**config.mk**
```make
export PLATFORM = sky130hd
export DESIGN_NAME = alu_flag_stage
export DESIGN_NICKNAME = d
export VERILOG_FILES = /design/src/rtl/alu_pkg.sv /design/src/rtl/alu_skid_buf.sv /design/src/rtl/alu_flag_stage.sv
export SDC_FILE = /design/constraint.sdc
export NUM_CORES = 1
export LEC_CHECK = 0
export ABC_CLOCK_PERIOD_IN_PS = 3800
export CORE_UTILIZATION = 40
export CTS_CLUSTER_SIZE = 8
export DETAILED_ROUTE_END_ITERATION = 10
export DONT_BUFFER_PORTS = 1
export PLACE_DENSITY = 0.55
export SYNTH_ARGS = -nofsm -noshare
export SYNTH_HDL_FRONTEND = slang
export SYNTH_SLANG_ARGS = --single-unit
```
**constraint.sdc**
```tcl
create_clock -name clk -period 3.8 [get_ports clk]
set_input_delay 0 -clock clk [delete_from_list [all_inputs] [get_ports clk]]
set_output_delay 0 -clock clk [all_outputs]
set_load 0.01 [all_outputs]
```
**src/rtl/alu_pkg.sv**
```systemverilog
// ---------------------------------------------------------------------------
// alu_pkg
//
// Shared definitions for the ALU output stage:
//   - default data/opcode widths
//   - opcode encodings
//   - flags_t     : architectural Z/V/N flag word
//   - alu_entry_t : one ALU result as it travels to memory/writeback
// ---------------------------------------------------------------------------
package alu_pkg;

    localparam int ALU_DW    = 16;
    localparam int ALU_OPW   = 4;
    localparam int SAT_CNT_W = 16;

    localparam logic [ALU_OPW-1:0] OP_ADD    = 4'b0000;
    localparam logic [ALU_OPW-1:0] OP_SUB    = 4'b0001;
    localparam logic [ALU_OPW-1:0] OP_XOR    = 4'b0010;
    localparam logic [ALU_OPW-1:0] OP_RED    = 4'b0011;
    localparam logic [ALU_OPW-1:0] OP_SLL    = 4'b0100;
    localparam logic [ALU_OPW-1:0] OP_SRA    = 4'b0101;
    localparam logic [ALU_OPW-1:0] OP_ROR    = 4'b0110;
    localparam logic [ALU_OPW-1:0] OP_PADDSB = 4'b0111;

    typedef struct packed {
        logic z;
        logic v;
        logic n;
    } flags_t;

    typedef struct packed {
        logic [ALU_OPW-1:0] opcode;
        logic [ALU_DW-1:0]  result;
        logic               wr_en;
    } alu_entry_t;

    // Saturating increment: sticks at all-ones instead of wrapping.
    function automatic logic [SAT_CNT_W-1:0] sat_inc(input logic [SAT_CNT_W-1:0] cnt);
        return (cnt == '1) ? cnt : cnt + 1'b1;
    endfunction

endpackage

```
**src/rtl/alu_skid_buf.sv**
```systemverilog
// ---------------------------------------------------------------------------
// alu_skid_buf
//
// Generic 2-entry valid/ready skid buffer (head + skid register) with flush.
// in_ready comes straight from a flop (= ~skid_valid), so there is no
// combinational path from out_ready to in_ready.
//
// Parameters:
//   T          payload type (defaults to alu_entry_t)
// Ports:
//   clk, rst_n            clock, asynchronous active-low reset
//   flush                 drop both entries and refuse the current input
//   in_valid/in_ready     upstream handshake
//   in_data               upstream payload
//   accept                in_valid & in_ready & ~flush (for side effects)
//   out_valid/out_ready   downstream handshake
//   out_data              head payload, stable while stalled
// ---------------------------------------------------------------------------
module alu_skid_buf
    import alu_pkg::*;
#(
    parameter type T = alu_entry_t
) (
    input  logic clk,
    input  logic rst_n,
    input  logic flush,
    input  logic in_valid,
    output logic in_ready,
    input  T     in_data,
    output logic accept,
    output logic out_valid,
    input  logic out_ready,
    output T     out_data
);

    logic head_valid;
    logic skid_valid;
    logic in_ready_q;
    T     head_q;
    T     skid_q;

    logic head_valid_d;
    logic skid_valid_d;
    logic load_head_from_in;
    logic load_head_from_skid;
    logic load_skid;
    logic pop;

    assign accept = in_valid & in_ready_q & ~flush;
    assign pop    = head_valid & out_ready;

    always_comb begin
        // NOTE: every signal gets a default first so no path leaves it unassigned (no latches).
        head_valid_d        = head_valid;
        skid_valid_d        = skid_valid;
        load_head_from_in   = 1'b0;
        load_head_from_skid = 1'b0;
        load_skid           = 1'b0;

        if (flush || (skid_valid && !head_valid)) begin
            // Flush, or recovery from the unreachable skid-without-head state.
            head_valid_d = 1'b0;
            skid_valid_d = 1'b0;
        end else if (pop && skid_valid) begin
            // in_ready is low whenever skid is valid, so no accept can coincide.
            load_head_from_skid = 1'b1;
            head_valid_d        = 1'b1;
            skid_valid_d        = 1'b0;
        end else if (accept && (!head_valid || pop)) begin
            load_head_from_in = 1'b1;
            head_valid_d      = 1'b1;
        end else if (accept) begin
            load_skid    = 1'b1;
            skid_valid_d = 1'b1;
        end else if (pop) begin
            head_valid_d = 1'b0;
        end
    end

    // NOTE: sequential state uses non-blocking assignments so all flops update together.
    always_ff @(posedge clk or negedge rst_n) begin
        if (!rst_n) begin
            head_valid <= 1'b0;
            skid_valid <= 1'b0;
            in_ready_q <= 1'b1;
        end else begin
            head_valid <= head_valid_d;
            skid_valid <= skid_valid_d;
            in_ready_q <= ~skid_valid_d;
        end
    end

    // NOTE: payload registers are reset too because the head fields are visible outputs that must read 0 after reset.
    always_ff @(posedge clk or negedge rst_n) begin
        if (!rst_n) begin
            head_q <= '0;
            skid_q <= '0;
        end else begin
            if (load_head_from_skid) begin
                head_q <= skid_q;
            end else if (load_head_from_in) begin
                head_q <= in_data;
            end
            if (load_skid) begin
                skid_q <= in_data;
            end
        end
    end

    assign in_ready  = in_ready_q;
    assign out_valid = head_valid;
    assign out_data  = head_q;

endmodule

```
**src/rtl/alu_flag_stage.sv**
```systemverilog
// ---------------------------------------------------------------------------
// alu_flag_stage
//
// Registered output stage behind the ALU. Forwards each ALU result to the
// memory/writeback pipeline through a 2-entry skid buffer and owns the
// architectural Z/V/N flag register, updated on every accepted instruction.
//
// Optional feature: define ALU_SAT_CNT_EN to add the sat_cnt port, a
// saturating count of accepted PADDSB instructions that reported a lane
// saturation.
//
// Parameters: DW (result width), OPW (opcode width)
// Ports:
//   clk, rst_n                      clock, asynchronous active-low reset
//   flush                           drop buffered entries and current input
//   in_valid/in_ready               ALU-side handshake (in_ready registered)
//   in_opcode/in_result/in_ovfl     ALU result, opcode, adder overflow
//   in_psa_err/in_wr_en             PADDSB saturation, register write enable
//   out_valid/out_ready             writeback-side handshake
//   out_opcode/out_result/out_wr_en head entry
//   flag_z/flag_v/flag_n            architectural flags
//   sat_cnt                         PADDSB saturation count (ALU_SAT_CNT_EN)
// ---------------------------------------------------------------------------
module alu_flag_stage
    import alu_pkg::*;
#(
    parameter int DW  = ALU_DW,
    parameter int OPW = ALU_OPW
) (
    input  logic           clk,
    input  logic           rst_n,
    input  logic           flush,
    input  logic           in_valid,
    output logic           in_ready,
    input  logic [OPW-1:0] in_opcode,
    input  logic [DW-1:0]  in_result,
    input  logic           in_ovfl,
    input  logic           in_psa_err,
    input  logic           in_wr_en,
    output logic           out_valid,
    input  logic           out_ready,
    output logic [OPW-1:0] out_opcode,
    output logic [DW-1:0]  out_result,
    output logic           out_wr_en,
    output logic           flag_z,
    output logic           flag_v,
    output logic           flag_n
`ifdef ALU_SAT_CNT_EN
    ,
    output logic [SAT_CNT_W-1:0] sat_cnt
`endif
);

    // Same layout as alu_entry_t, but sized by this instance's parameters.
    typedef struct packed {
        logic [OPW-1:0] opcode;
        logic [DW-1:0]  result;
        logic           wr_en;
    } entry_t;

    entry_t in_entry;
    entry_t head_entry;
    logic   accept;

    assign in_entry = '{opcode: in_opcode, result: in_result, wr_en: in_wr_en};

    alu_skid_buf #(
        .T (entry_t)
    ) u_skid_buf (
        .clk       (clk),
        .rst_n     (rst_n),
        .flush     (flush),
        .in_valid  (in_valid),
        .in_ready  (in_ready),
        .in_data   (in_entry),
        .accept    (accept),
        .out_valid (out_valid),
        .out_ready (out_ready),
        .out_data  (head_entry)
    );

    assign out_opcode = head_entry.opcode;
    assign out_result = head_entry.result;
    assign out_wr_en  = head_entry.wr_en;

    // ------------------------------------------------------------------
    // Flags: only accepted instructions update them; flush never restores.
    // ------------------------------------------------------------------
    flags_t flags_q;
    flags_t flags_d;
    logic   result_zero;

    assign result_zero = (in_result == '0);

    always_comb begin
        flags_d = flags_q;
        if (accept) begin
            unique case (in_opcode)
                OPW'(OP_ADD), OPW'(OP_SUB): begin
                    flags_d.z = result_zero;
                    flags_d.v = in_ovfl;
                    flags_d.n = in_result[DW-1];
                end
                OPW'(OP_XOR), OPW'(OP_SLL), OPW'(OP_SRA), OPW'(OP_ROR): begin
                    flags_d.z = result_zero;
                end
                default: begin
                    // RED, PADDSB and unassigned opcodes leave flags alone.
                end
            endcase
        end
    end

    always_ff @(posedge clk or negedge rst_n) begin
        if (!rst_n) begin
            flags_q <= '0;
        end else begin
            flags_q <= flags_d;
        end
    end

    assign flag_z = flags_q.z;
    assign flag_v = flags_q.v;
    assign flag_n = flags_q.n;

`ifdef ALU_SAT_CNT_EN
    // ------------------------------------------------------------------
    // PADDSB saturation event counter; cleared by reset only.
    // ------------------------------------------------------------------
    logic [SAT_CNT_W-1:0] sat_cnt_q;

    always_ff @(posedge clk or negedge rst_n) begin
        if (!rst_n) begin
            sat_cnt_q <= '0;
        end else if (accept && in_psa_err && (in_opcode == OPW'(OP_PADDSB))) begin
            sat_cnt_q <= sat_inc(sat_cnt_q);
        end
    end

    assign sat_cnt = sat_cnt_q;
`endif

endmodule

```
# ---- Yosys cells after proc, flatten, opt, wreduce, memory -nomap -nowiden
# Cells that the tools add are included.
dict set report totals {
  regBits 48
  latchBits 0
  mem_bits_rw 0
  romBits 0
  input_bits 28
  out_inout_bits 26
  n_memories 0
}
dict set report op_classes {
  n_addsub 0
  multipliers 0
  n_div 0
  order_cmp 0
  n_eq_ne 6
  n_shift 0
  muxes 20
  n_bitwise 5
  reduce_logical 15
}
# op count
set ops {}
lappend ops {{$mux 21} 2}
lappend ops {{$mux 1} 18}
lappend ops {{$logic_not 16->1} 1}
lappend ops {{$eq 4x3->1 const B} 3}
lappend ops {{$reduce_and 2->1} 3}
lappend ops {{$reduce_or 6->1} 1}
lappend ops {{$eq 4x1->1 const B} 1}
lappend ops {{$eq 4x2->1 const B} 1}
lappend ops {{$logic_not 4->1} 1}
lappend ops {{$ne 4x4->1 const B} 1}
lappend ops {{$reduce_bool 4->1} 1}
lappend ops {{$and 1x1->1} 3}
lappend ops {{$logic_and 1x1->1} 3}
lappend ops {{$logic_or 1x1->1} 2}
lappend ops {{$not 1->1} 2}
lappend ops {{$reduce_bool 2->1} 1}
lappend ops {{$reduce_or 2->1} 1}
lappend ops {{$logic_not 1->1} 1}

# ---- Longest topological paths before layout
dict set report logic_depth {
  depth_word 8
  ltp_mapped 5
}

# ---- Cells and area by module
# A second synthesis with hierarchy kept.
dict set report unflattened {
  cells_unflattened 141
  area_unflattened_um2 2208.4
}
# module instances cells_each area_per_inst_um2
set modules_own_cells {}
lappend modules_own_cells {alu_skid_buf 1 126 2005.7}
lappend modules_own_cells {alu_flag_stage 1 15 202.7}

# ---- Worst setup path after synthesis
# No wires, ideal clock.
dict set report synth_timing {
  path_kind {register to register}
  startpoint {reg u_skid_buf.head_valid, in the netlist u_skid_buf.out_valid}
  endpoint {reg u_skid_buf.head_q (netlist bit u_skid_buf.out_data[18])}
  setup_ns 0.125
  arrival_ns 1.504
  t_required_ns 3.675
  slack_ns 2.171
  stages_incl_launch_ff 5
  period_less_slack_ns 1.629
  cell_sequence {dfrtp_1 or2_1 a211oi_4 buf_6 mux2_2}
}
dict set report synth_between {
  elab_chain_cells 7
  elab_cells_between_ends 14
}
# item line_no
set synth_lines {}
lappend synth_lines {{start, declared} alu_skid_buf.sv:36} ;# logic head_valid;
lappend synth_lines {{start signal, assigned} alu_skid_buf.sv:87} ;# head_valid <= head_valid_d;
lappend synth_lines {{$and 1x1->1 or $logic_not 1->1 (tied branches)} {alu_skid_buf.sv:50, alu_skid_buf.sv:60, alu_skid_buf.sv:69}}
lappend synth_lines {{$logic_or 1x1->1} alu_skid_buf.sv:69} ;# end else if (accept && (!head_valid || pop)) begin
lappend synth_lines {{$logic_and 1x1->1} alu_skid_buf.sv:69}
lappend synth_lines {{$mux 1} alu_skid_buf.sv:69}
lappend synth_lines {{$mux 1} alu_skid_buf.sv:64} ;# end else if (pop && skid_valid) begin
lappend synth_lines {{$mux 1} alu_skid_buf.sv:60} ;# if (flush || (skid_valid && !head_valid)) begin
lappend synth_lines {{$reduce_bool 2->1 (no source line)} -}
lappend synth_lines {{end signal, assigned} alu_skid_buf.sv:100} ;# head_q <= skid_q;
lappend synth_lines {{end signal, assigned} alu_skid_buf.sv:102} ;# head_q <= in_data;
lappend synth_lines {{end, declared} alu_skid_buf.sv:39} ;# T head_q;
# Parallel ways exist; a longest one is shown, timed or not.
# A chain may end at the register's enable or synchronous reset.

# ---- Final worst setup path
dict set report layout_timing {
  startpoint {reg u_skid_buf.head_valid, in the netlist u_skid_buf.out_valid}
  endpoint {reg u_skid_buf.skid_q[8] (netlist name)}
}
dict set report layout_between {
  elab_chain_cells 6
  elab_cells_between_ends 10
}
# item line_no
set layout_lines {}
lappend layout_lines {{$and 1x1->1 or $logic_not 1->1 (tied branches)} {alu_skid_buf.sv:50, alu_skid_buf.sv:60, alu_skid_buf.sv:69}}
lappend layout_lines {{$logic_or 1x1->1} alu_skid_buf.sv:69}
lappend layout_lines {{$logic_and 1x1->1} alu_skid_buf.sv:69}
lappend layout_lines {{$mux 1} alu_skid_buf.sv:69}
lappend layout_lines {{$mux 1} alu_skid_buf.sv:64}
lappend layout_lines {{$mux 1 *} alu_skid_buf.sv:60}
lappend layout_lines {{end signal, assigned} alu_skid_buf.sv:105} ;# skid_q <= in_data;
lappend layout_lines {{end, declared} alu_skid_buf.sv:40} ;# T skid_q;
# Every way passes the cells marked *; elsewhere a longest branch is shown, timed or not.

==> metrics.txt <==
Max Fanout on Critical Path=18; CP endpoint kind=register; Compound-Gate Fraction of Synth Area=0.0213; yosys warns=0; required time worst endpoint=around 4000 ps; DP Worst Slack=around 1400 ps; Netlist cell types=22; IO Pins=54; sequential share of the synthesized area=0.554; PortBufs=0; # rows=26; ANT cells=0; antenna viol nets, final=0; HPWL Detailed=approximately 2800 um; failing checks=negative hold slack; GRT Overall Usage=0.162; Sink Count=48; buffers and inverters on the worst path=1; initial antenna violation count=0; Simple-Gate Fraction of Synth Area=0.0484; Initial Util=0.420; cell chain of the critical path=nor3b_2, nor2b_2, buf_4, mux2_2; CTS Root Cell=clkbuf_8; Die H=roughly 76 um; final WL=between 4000 and 5000 um; pin count of the biggest net entering global routing=slightly below 50; vias in the first global route=1,327; Hold Vio Cnt, Final=2; H-tree depth=2; drt pass-1 iters=4; vias per cell=approximately 5.3; Via Count=between 1,000 and 1,500; Syn Nets=~170; Worst-Margin Slew=917 ps; Routed WL per cell=about 17 um; final setup TNS=0 ps; PwrDens=around 490 nW/um2; MaxCap Viol Count=0; Post-Synth XOR/XNOR Area=0; first-pass GRT wire length=about 6600 um; outcome=complete, but fails checks; fillers=443; nets=a little under 200; Worst Slack Setup Final=about 1400 ps; layout cell share with drive strength beyond 1=0.465; Setup CP Type=register to register; crit path DAT=2550 ps; die area=about 5700 um2; combinational family with the most area after synthesis=multiplexers; Reg clk slew, reported paths=roughly 80 ps; LEAKAGE=approximately 1.1 nW; RSZ-0062 raised after global routing=false; Area Overhead vs Synth=19.1%; Post-Synth Adder-Cell Area=0; Period minus WS final=approximately 2400 ps; Clock Latency Late Sink=300 ps; DRC Markers=0; clk buf depth=2; Synth Instances=~140; core area=approximately 5200 um2; Hold WS=-9.96 ps; Hold Path Class=input pin to register; worst vdd ir=between 0.15 and 0.2 mV; Setup Viol. Count Final=0; CTS tree=built; Post-CTS Setup Bufs=0; Post-Syn Area per Cell=between 15 and 20 um2; Seq cells post-synth=between 40 and 50; final slew viol count=0; Num CTS Buffers=5; fin crit share=0.621; total gr overflow=0; delay-heaviest family, CP=simple AND/OR/NAND/NOR gates; post-route clock skew=around 4.0 ps; fmax=0.424 GHz; Die X=approximately 76 um; Startpoint Class=register; Relative slew margins=0.386; CP max stage cell=nor2b_2; Slowest Stage Delay on Critical Path=roughly 800 ps; mux contribution to synthesized area=0.347; DR iter-0 viols=25; synthesized area=about 2200 um2; gp weighted congestion=approximately 0.66
==> timing repair <==
item / 4_1_cts / 5_1_grt
gates resized for setup: 0 / 0
endpoints found under the hold margin: 95 / 0
hold buffers: 26 / 0
==> logic make-up after synthesis <==
kind of cell | Yosys count
AO/OA/AOI/OAI | 5
buffers and inverters | 8
flip-flops | 48
multiplexers | 66
AND/OR/NAND/NOR | 14
==> cells in the final DEF (no fill, tap or decap), drive strengths merged <==
master | synthesis | final
a211oi | 1 | 1
clkinv | 0 | 2
nor3b | 1 | 1
nand4b | 1 | 1
buf | 7 | 3
nand4 | 1 | 1
dfrtp | 47 | 47
nor4 | 5 | 5
nor2b | 1 | 1
dfstp | 1 | 1
dlygate4sd3 | 0 | 25
mux2i | 1 | 1
a21oi | 2 | 2
inv | 1 | 1
a2111oi | 1 | 1
a21o | 1 | 1
nand3 | 1 | 1
nand2 | 2 | 2
or2 | 2 | 2
mux2 | 65 | 65
clkbuf | 0 | 6
==> sequential cells by signal, summed over array words and instances, names as in the netlist <==
name / cells
u_skid_buf.out_data: 21
u_skid_buf.skid_q: 21
flag_n: 1
flag_v: 1
flag_z: 1
u_skid_buf.in_ready: 1
u_skid_buf.out_valid: 1
u_skid_buf.skid_valid: 1
==> area by class of cell <==
type,count,area (um2),share of cell area
clock inverters,2,10.0,0.00387
inverters,1,3.75,0.00145
well taps,70,87.6,0.0339
repair buffers,28,293,0.113
clock buffers,6,82.6,0.0319
flip-flops and latches,48,1200,0.465
multi-input cells,85,907,0.351
==> metal layers <==
| layer | GRT usage | vias to the layer above | part of all wire | wire length, um |
|---|---|---|---|---|
| li1 | - | 566 | - | - |
| met1 | 0.196 | 647 | 0.41 | 1710 |
| met2 | 0.275 | 45 | 0.51 | 2100 |
| met4 | 0.0494 | 0 | 0.0082 | 34 |
| met3 | 0.0556 | 4 | 0.071 | 292 |
| met5 | 0 | - | 0 | 0 |
==> path summary, 6_finish.rpt <==
path	startpoint	end	slack, ps	depth (start not counted)
setup / recovery	u_skid_buf.out_valid$_DFFE_PN0P_	u_skid_buf.skid_q[8]$_DFFE_PN0P_	1440	4
hold / removal	in_valid	flag_v$_DFFE_PN0P_	-10	2
setup reg to reg	u_skid_buf.out_valid$_DFFE_PN0P_	u_skid_buf.skid_q[8]$_DFFE_PN0P_	1440	4
hold reg to reg	u_skid_buf.skid_q[15]$_DFFE_PN0P_	u_skid_buf.skid_q[15]$_DFFE_PN0P_	500	1
max in group asynchronous	rst_n	u_skid_buf.in_ready$_DFF_PN1_	3330	2
min in group asynchronous	rst_n	u_skid_buf.skid_q[18]$_DFFE_PN0P_	210	2
==> power breakdown <==
part,internal [mW],switching [mW]
logic,0.138,0.0675
clock network,0.145,0.166
registers,0.642,0.106
==> per-stage QoR <==
step	util	instances	power, mW	instance area (um2)
3_5_place_dp	0.428	206	0.930	2220
3_3_place_gp	0.428	206	0.913	2220
4_1_cts	0.500	240	1.28	2590
5_1_grt	0.500	240	1.34	2590
6_report	0.500	240	1.26	2590
2_1_floorplan	-	141	0.886	2170
==> cells in the mapped netlist <==
master	n	area [um2]
buf_2	3	15.0
or2_1	1	6.26
nor2b_1	1	6.26
inv_1	1	3.75
nor3b_2	1	12.5
nand2_1	2	7.51
a2111oi_0	1	8.76
mux2_2	59	664
mux2_4	3	45.0
nor4_1	5	31.3
dfstp_2	1	26.3
nand3_1	1	5.00
buf_6	4	45.0
a211oi_4	1	20.0
a21o_1	1	7.51
nand4b_4	1	23.8
mux2i_1	1	10.0
a21oi_1	2	10.0
nand4_1	1	6.26
or2_2	1	6.26
dfrtp_1	47	1180
mux2_1	3	33.8
(Power assumes the default switching activity.)
